**src/rtl/bsg_lfsr_bank_if.sv**
```systemverilog
// Seed request, per-channel LFSR output, consume and lockup signals for bsg_lfsr_bank.
// The master drives seeds and yumis; the slave (the bank) drives state, valids and flags.
interface bsg_lfsr_bank_if #(
   parameter int width_p = 32,
   parameter int els_p   = 4
);
   localparam int id_w_lp = (els_p > 1) ? $clog2(els_p) : 1;

   logic                       seed_v_i;
   logic [id_w_lp-1:0]         seed_id_i;
   logic [width_p-1:0]         seed_i;
   logic                       seed_ready_o;
   logic [els_p-1:0]           v_o;
   logic [els_p*width_p-1:0]   data_o;
   logic [els_p-1:0]           yumi_i;
   logic [els_p-1:0]           lockup_o;

   modport master (
      output seed_v_i, seed_id_i, seed_i, yumi_i,
      input  seed_ready_o, v_o, data_o, lockup_o
   );

   modport slave (
      input  seed_v_i, seed_id_i, seed_i, yumi_i,
      output seed_ready_o, v_o, data_o, lockup_o
   );
endinterface

```
**src/rtl/bsg_lfsr_bank.sv**
```systemverilog
// Bank of els_p Galois LFSRs; yumi/seed take effect next cycle; no backpressure except during warmup.
// Optional all-zero lockup recovery enabled by macro BSG_LFSR_BANK_LOCKUP_EN.
module bsg_lfsr_bank #(
   parameter int          width_p    = 32,
   parameter int          els_p      = 4,
   parameter logic [63:0] init_val_p = 64'd1,
   parameter logic [63:0] xor_mask_p = 64'hB400_0000,
   parameter int          steps_p    = 1,
   parameter int          warmup_p   = 0
) (
   input  logic                clk,
   input  logic                reset_n_i,
   bsg_lfsr_bank_if.slave      bus
);
   localparam int id_w_lp = (els_p > 1) ? $clog2(els_p) : 1;
   localparam logic [width_p-1:0] init_lp = init_val_p[width_p-1:0];
   localparam logic [width_p-1:0] mask_lp = xor_mask_p[width_p-1:0];
   localparam logic [7:0]         warm_lp = 8'(warmup_p);

   if (mask_lp == '0) begin : g_bad_mask
      $error("bsg_lfsr_bank: xor_mask_p must be non-zero");
   end
   if (init_lp == '0) begin : g_bad_init
      $error("bsg_lfsr_bank: init_val_p must be non-zero");
   end

   typedef enum logic {WARMUP_S = 1'b0, RUN_S = 1'b1} state_e;

   // A zero-length warmup is indistinguishable from starting in RUN.
   localparam state_e reset_state_lp = (warmup_p == 0) ? RUN_S : WARMUP_S;

   state_e                          state_q, state_d;
   logic [7:0]                      cnt_q, cnt_d;
   logic [els_p-1:0][width_p-1:0]   st_q, st_d;
   logic [els_p-1:0]                lock_q, lock_d;
   logic                            run_q;

   function automatic logic [width_p-1:0] advance(input logic [width_p-1:0] s);
      logic [width_p-1:0] r;
      r = s;
      for (int i = 0; i < steps_p; i++) begin
         r = (r >> 1) ^ ({width_p{r[0]}} & mask_lp);
      end
      return r;
   endfunction

   always_comb begin
      state_d = state_q;
      cnt_d   = cnt_q;
      st_d    = st_q;
      lock_d  = lock_q;
      if (state_q == WARMUP_S) begin
         cnt_d = cnt_q - 8'd1;
         if (cnt_q <= 8'd1) begin
            state_d = RUN_S;
         end
      end
      for (int c = 0; c < els_p; c++) begin
         // Out-of-range seed ids never match a channel, so they are silently dropped.
         if (run_q && bus.seed_v_i && (bus.seed_id_i == id_w_lp'(c))) begin
            st_d[c]   = bus.seed_i;
            lock_d[c] = 1'b0;
         end
`ifdef BSG_LFSR_BANK_LOCKUP_EN
         else if (st_q[c] == '0) begin
            st_d[c]   = init_lp;
            lock_d[c] = 1'b1;
         end
`endif
         else if (!run_q || bus.yumi_i[c]) begin
            st_d[c] = advance(st_q[c]);
         end
      end
   end

   always_ff @(posedge clk or negedge reset_n_i) begin
      if (!reset_n_i) begin
         state_q <= reset_state_lp;
         run_q   <= (reset_state_lp == RUN_S);
         cnt_q   <= warm_lp;
         st_q    <= {els_p{init_lp}};
         lock_q  <= '0;
      end else begin
         state_q <= state_d;
         run_q   <= (state_d == RUN_S);
         cnt_q   <= cnt_d;
         st_q    <= st_d;
         lock_q  <= lock_d;
      end
   end

   assign bus.v_o          = {els_p{run_q}};
   assign bus.seed_ready_o = run_q;
   assign bus.data_o       = st_q;
   assign bus.lockup_o     = lock_q;
endmodule

```
**src/flat_wrapper.sv**
```systemverilog
// flat-port wrapper written by rule: the top's interface ports become plain ports
module bsg_lfsr_bank_flat 
#(
   parameter int          width_p    = 32,
   parameter int          els_p      = 4,
   parameter logic [63:0] init_val_p = 64'd1,
   parameter logic [63:0] xor_mask_p = 64'hB400_0000,
   parameter int          steps_p    = 1,
   parameter int          warmup_p   = 0
)
  (clk, reset_n_i, bus_seed_v_i, bus_seed_id_i, bus_seed_i, bus_yumi_i, bus_seed_ready_o, bus_v_o, bus_data_o, bus_lockup_o);
  bsg_lfsr_bank_if #(.width_p(width_p), .els_p(els_p)) bus_i ();
  input  logic clk;
  input  logic reset_n_i;
  input wire logic [$bits(bus_i.seed_v_i)-1:0] bus_seed_v_i;
  input wire logic [$bits(bus_i.seed_id_i)-1:0] bus_seed_id_i;
  input wire logic [$bits(bus_i.seed_i)-1:0] bus_seed_i;
  input wire logic [$bits(bus_i.yumi_i)-1:0] bus_yumi_i;
  output wire logic [$bits(bus_i.seed_ready_o)-1:0] bus_seed_ready_o;
  output wire logic [$bits(bus_i.v_o)-1:0] bus_v_o;
  output wire logic [$bits(bus_i.data_o)-1:0] bus_data_o;
  output wire logic [$bits(bus_i.lockup_o)-1:0] bus_lockup_o;
  assign bus_i.seed_v_i = bus_seed_v_i;
  assign bus_i.seed_id_i = bus_seed_id_i;
  assign bus_i.seed_i = bus_seed_i;
  assign bus_i.yumi_i = bus_yumi_i;
  assign bus_seed_ready_o = bus_i.seed_ready_o;
  assign bus_v_o = bus_i.v_o;
  assign bus_data_o = bus_i.data_o;
  assign bus_lockup_o = bus_i.lockup_o;
  bsg_lfsr_bank #(.width_p(width_p), .els_p(els_p), .init_val_p(init_val_p), .xor_mask_p(xor_mask_p), .steps_p(steps_p), .warmup_p(warmup_p)) u_core (.clk(clk), .reset_n_i(reset_n_i), .bus(bus_i));
endmodule
```
**config.mk**
```make
export PLATFORM = sky130hd
export DESIGN_NAME = bsg_lfsr_bank_flat
export DESIGN_NICKNAME = d
export VERILOG_FILES = /design/src/rtl/bsg_lfsr_bank_if.sv /design/src/rtl/bsg_lfsr_bank.sv /design/src/flat_wrapper.sv
export SDC_FILE = /design/constraint.sdc
export NUM_CORES = 1
export LEC_CHECK = 0
export ABC_AREA = 1
export CORE_MARGIN = 2
export CORE_UTILIZATION = 45
export CTS_BUF_LIST = sky130_fd_sc_hd__clkbuf_16
export DETAILED_ROUTE_END_ITERATION = 8
export GPL_TIMING_DRIVEN = 0
export PLACE_DENSITY = 0.75
export SLEW_MARGIN = 5
export SYNTH_ARGS = -nofsm -noshare
export SYNTH_HDL_FRONTEND = slang
export SYNTH_SLANG_ARGS = --single-unit
```
**constraint.sdc**
```tcl
create_clock -name clk -period 1.6 [get_ports clk]
set_input_delay 0.48 -clock clk [delete_from_list [all_inputs] [get_ports clk]]
set_output_delay 0.48 -clock clk [all_outputs]
set_load 0.02 [all_outputs]
```
==> flow_summary_export.csv <==
group,metric,value,unit
run_status,run_status,"finished with violations",
run_status,violations_in_the_final_reports,"hold timing, setup timing",
finish,flow.area_growth_from_synthesis,48.7,%
route,ant_nets,0,
synthesis,postSynthCellCount,1336,
power_and_ir_drop,reg_power_share,35.4,%
floorplan,initial_core_utilization,46.2,%
critical_path,timing.critical_path.fanout_max,8,
synthesis,xor_xnor_share_of_the_synthesized_area,0.210,%
finish,most_common_cell_after_layout_fill_and_taps_aside,"sky130_fd_sc_hd__nand2_1",
power_and_ir_drop,switchingPower,4840,uW
sta,layout_min_cycle_time,1.76,ns
finish,filler_cell_count,1417,
cts,cts_sink_count,137,
placed_design,placed_area,0.0104,mm2
floorplan,fp.dieW,140,um
cts,cts-root-to-sink-buffers,2,
sta,setup_viol,85,
global_routing,first_global_vias,8435,
sta,grt_setup_unrepaired,"true",
run,max-cap-violations,0,
floorplan,rows,49,
synthesis,syn-mean-instance-area,6.23,um2
finish,final_nets,1613,
global_routing,first_pass_grt_wire_length,43.5,mm
finish,final_area,0.0124,mm2
critical_path,data_arrival_at_the_endpoint_of_the_critical_path,2.07,ns
power_and_ir_drop,comb_power_share,36.6,%
sta,clock_skew,0.00741,ns
synthesis,synth.mux.area_fraction,0,%
synthesis,synth_compound_gate_area_share,0.391,%
sta,layout_setup_ws,-0.157,ns
finish,most-common-layout-cells,"512 x sky130_fd_sc_hd__nand2_1, 253 x sky130_fd_sc_hd__inv_1, 155 x sky130_fd_sc_hd__nand3_1, 132 x sky130_fd_sc_hd__dfrtp_1, 100 x sky130_fd_sc_hd__nand2_2",
cts,clock_insertion_delay_worst_skew,0.42,ns
synthesis,post_synthesis_cell_type_count,19,
power_and_ir_drop,p_leak,0.00722,uW
sta,clock.fmax,569,MHz
route,post_drt_wl_per_cell,16.2,um
critical_path,worst_setup_path_end_kind,"flip-flop",
route,via_count,9186,
route,drt-pass1-iter-count,8,
power_and_ir_drop,total_power,12700,uW
synthesis,ys_seq_area_share,41.3,%
power_and_ir_drop,switching_part_of_the_total,38.0,%
sta,hold-worst-slack,-0.00596,ns
synthesis,yosys-top-cells-area,"sky130_fd_sc_hd__dfrtp_1 40%, sky130_fd_sc_hd__nand2_1 29%, sky130_fd_sc_hd__inv_1 12%",
cts,tritoncts_clock_tree,"done",
placed_design,buffer_ports.inserted,173,
floorplan,dieArea,0.0196,mm2
hold_path,worst_hold_path_type,"primary input to asynchronous set/reset pin",
critical_path,timing.critical_path.required,1.91,ns
synthesis,yosys_warnings,0,
synthesis,synth_area,0.00832,mm2
route,drtIter0Drc,843,
floorplan,floorplan.core_area,0.0180,mm2
power_and_ir_drop,clock_power_share,28.0,%
global_routing,antenna_found_initial,3,
route,routed_via_density,5.06,
critical_path,worst_setup_path_start_kind,"flip-flop",
floorplan,io-pin-count,178,
global_routing,grt_use_total,27.9,%
sta,finalHoldViolations,6,
synthesis,yosys.area.top_type_share,39.7,%
floorplan,height_of_the_die,140,um
global_routing,grt_max_degree,90,
power_and_ir_drop,internal_power,7890,uW
cts,clk_transition_reported_paths,0.06,ns
route,postRouteWirelength,29.4,mm
cts,number_of_buffers_added_by_the_clock_tree_synthesis_step,17,
placed_design,final_weighted_congestion_in_routability_driven_placement,0.916,
power_and_ir_drop,ir_worst_vdd,0.800,mV
synthesis,main_combinational_cell_family_by_area_after_synthesis,"simple AND/OR/NAND/NOR gates",
critical_path,criticalPathCategory,"flip-flop to flip-flop",
sta,final_max_slew_viol_count,0,
route,drc,0,
synthesis,library_cell_with_the_largest_summed_area_after_synthesis,"sky130_fd_sc_hd__dfrtp_1",
sta,fin_crit_sh,110,%
finish,post_route_cells_drive_above_1_share,28.0,%
finish,layout.core_utilization,68.7,%
synthesis,synth-simple-area-share,41.2,%
global_routing,globalRoute.totalOverflow,0,
placed_design,hpwlAfterDp,18.9,mm
cts,cts-root-buf,"sky130_fd_sc_hd__clkbuf_16",
power_and_ir_drop,power.density,1030,mW/mm2
placed_design,post-place-ws,-0.589,ns
synthesis,synth-adder-area-share,0.301,%
synthesis,postSynthRegisterBits,137,
cts,cts-htree-levels,4,
-- state kept, by name (all words and copies together), names as in the netlist --
signal             count
u_core.state_q         1
u_core.bus.data_o    128
u_core.cnt_q           8
-- worst max-delay path, cell delays in order (launching register included) --
cell and delay [ns]:
sky130_fd_sc_hd__dfstp_2 0.60, sky130_fd_sc_hd__buf_12 0.15, sky130_fd_sc_hd__nand2_8 0.08, sky130_fd_sc_hd__clkinvlp_4 0.18, sky130_fd_sc_hd__buf_12 0.13, sky130_fd_sc_hd__nand2_8 0.11
sky130_fd_sc_hd__buf_8 0.17, sky130_fd_sc_hd__nand2_2 0.06, sky130_fd_sc_hd__nand2_1 0.06, sky130_fd_sc_hd__nand2_1 0.05, sky130_fd_sc_hd__nand2_1 0.05
-- Yosys cell counts, drive strengths merged --
library cell / number
nor2: 10
ha: 2
o211ai: 1
nand2: 640
o21ai: 5
dfrtp: 132
clkbuf: 18
xnor2: 1
inv: 264
xor2: 1
dfstp: 5
nand3: 195
buf: 61
conb: 1
-- final timing paths --
path	endpoint	slack (ns)	cells past startpoint	start
worst max register to register	u_core.bus.data_o[125]	-0.16	10	u_core.state_q
worst min-delay path	u_core.bus.data_o[54]	-0.006	1	reset_n_i
max in group asynchronous	u_core.bus.data_o[0]	0.79	2	reset_n_i
worst min register to register	u_core.cnt_q[7]	0.47	2	u_core.cnt_q[7]
worst max-delay path	u_core.bus.data_o[125]	-0.16	10	u_core.state_q
min in group clk	u_core.cnt_q[7]	0.47	2	u_core.cnt_q[7]
-- through the flow --
step	TNS, ns	instances	hold WS [ns]
final	-6.96	1815	-0.00596
after global placement	-824.03	1741	0.455
after global routing	-14.39	1814	0.0313
after floorplan	0	1339	0.184
after CTS	-3.32	1802	0.0140
after detailed placement	-61.84	1742	0.453
-- layout make-up --
type                            instances  area, um2  share of cell area [%]
Clock buffer                           17        425                    3.44
Multi-Input combinational cell        859       4250                    34.3
Sequential cell                       137       3430                    27.7
Timing Repair inverter                  1       7.51                  0.0606
Tap cell                              229        287                    2.31
Timing Repair Buffer                  215       2060                    16.7
Buffer                                 75        805                    6.50
Inverter                              264       1010                    8.15
Antenna cell                            3       7.51                  0.0606
Clock inverter                         15       93.8                   0.758
-- metal layers --
layer	vias to the layer above	wire length, um	global-route usage, %
met2	498	13700	44.3
met4	0	1490	12.8
met3	121	2860	7.11
met1	4175	11300	36.1
met5	-	0	0
li1	4392	-	-
-- repair_timing --
| action | in CTS | in global routing |
|---|---|---|
| endpoints found under the setup margin | 261 | 204 |
| hold buffers | 0 | 0 |
| buffers inserted | 21 | 5 |
| pin swaps | 52 | 52 |
| gates resized for setup | 518 | 309 |
| cloned | 11 | 9 |
-- logic make-up (layout without fill, tap and decap cells) --
logic type | count (synthesis) | after routing
xor+xnor | 2 | 2
simple gates | 845 | 845
compound gates | 6 | 6
other cells | 1 | 7
buf+inv | 343 | 587
fa+ha+maj | 2 | 2
flops | 137 | 137
-- power groups by stage --
stage	sequential, uW	clock (uW)	combinational, uW
after global placement	4560	0	4250
final	4510	3570	4660
after floorplan	5210	0	1690
after global routing	4570	3740	5100
after detailed placement	4560	0	4310
after CTS	4490	3580	4350
(Power assumes the default switching activity.)
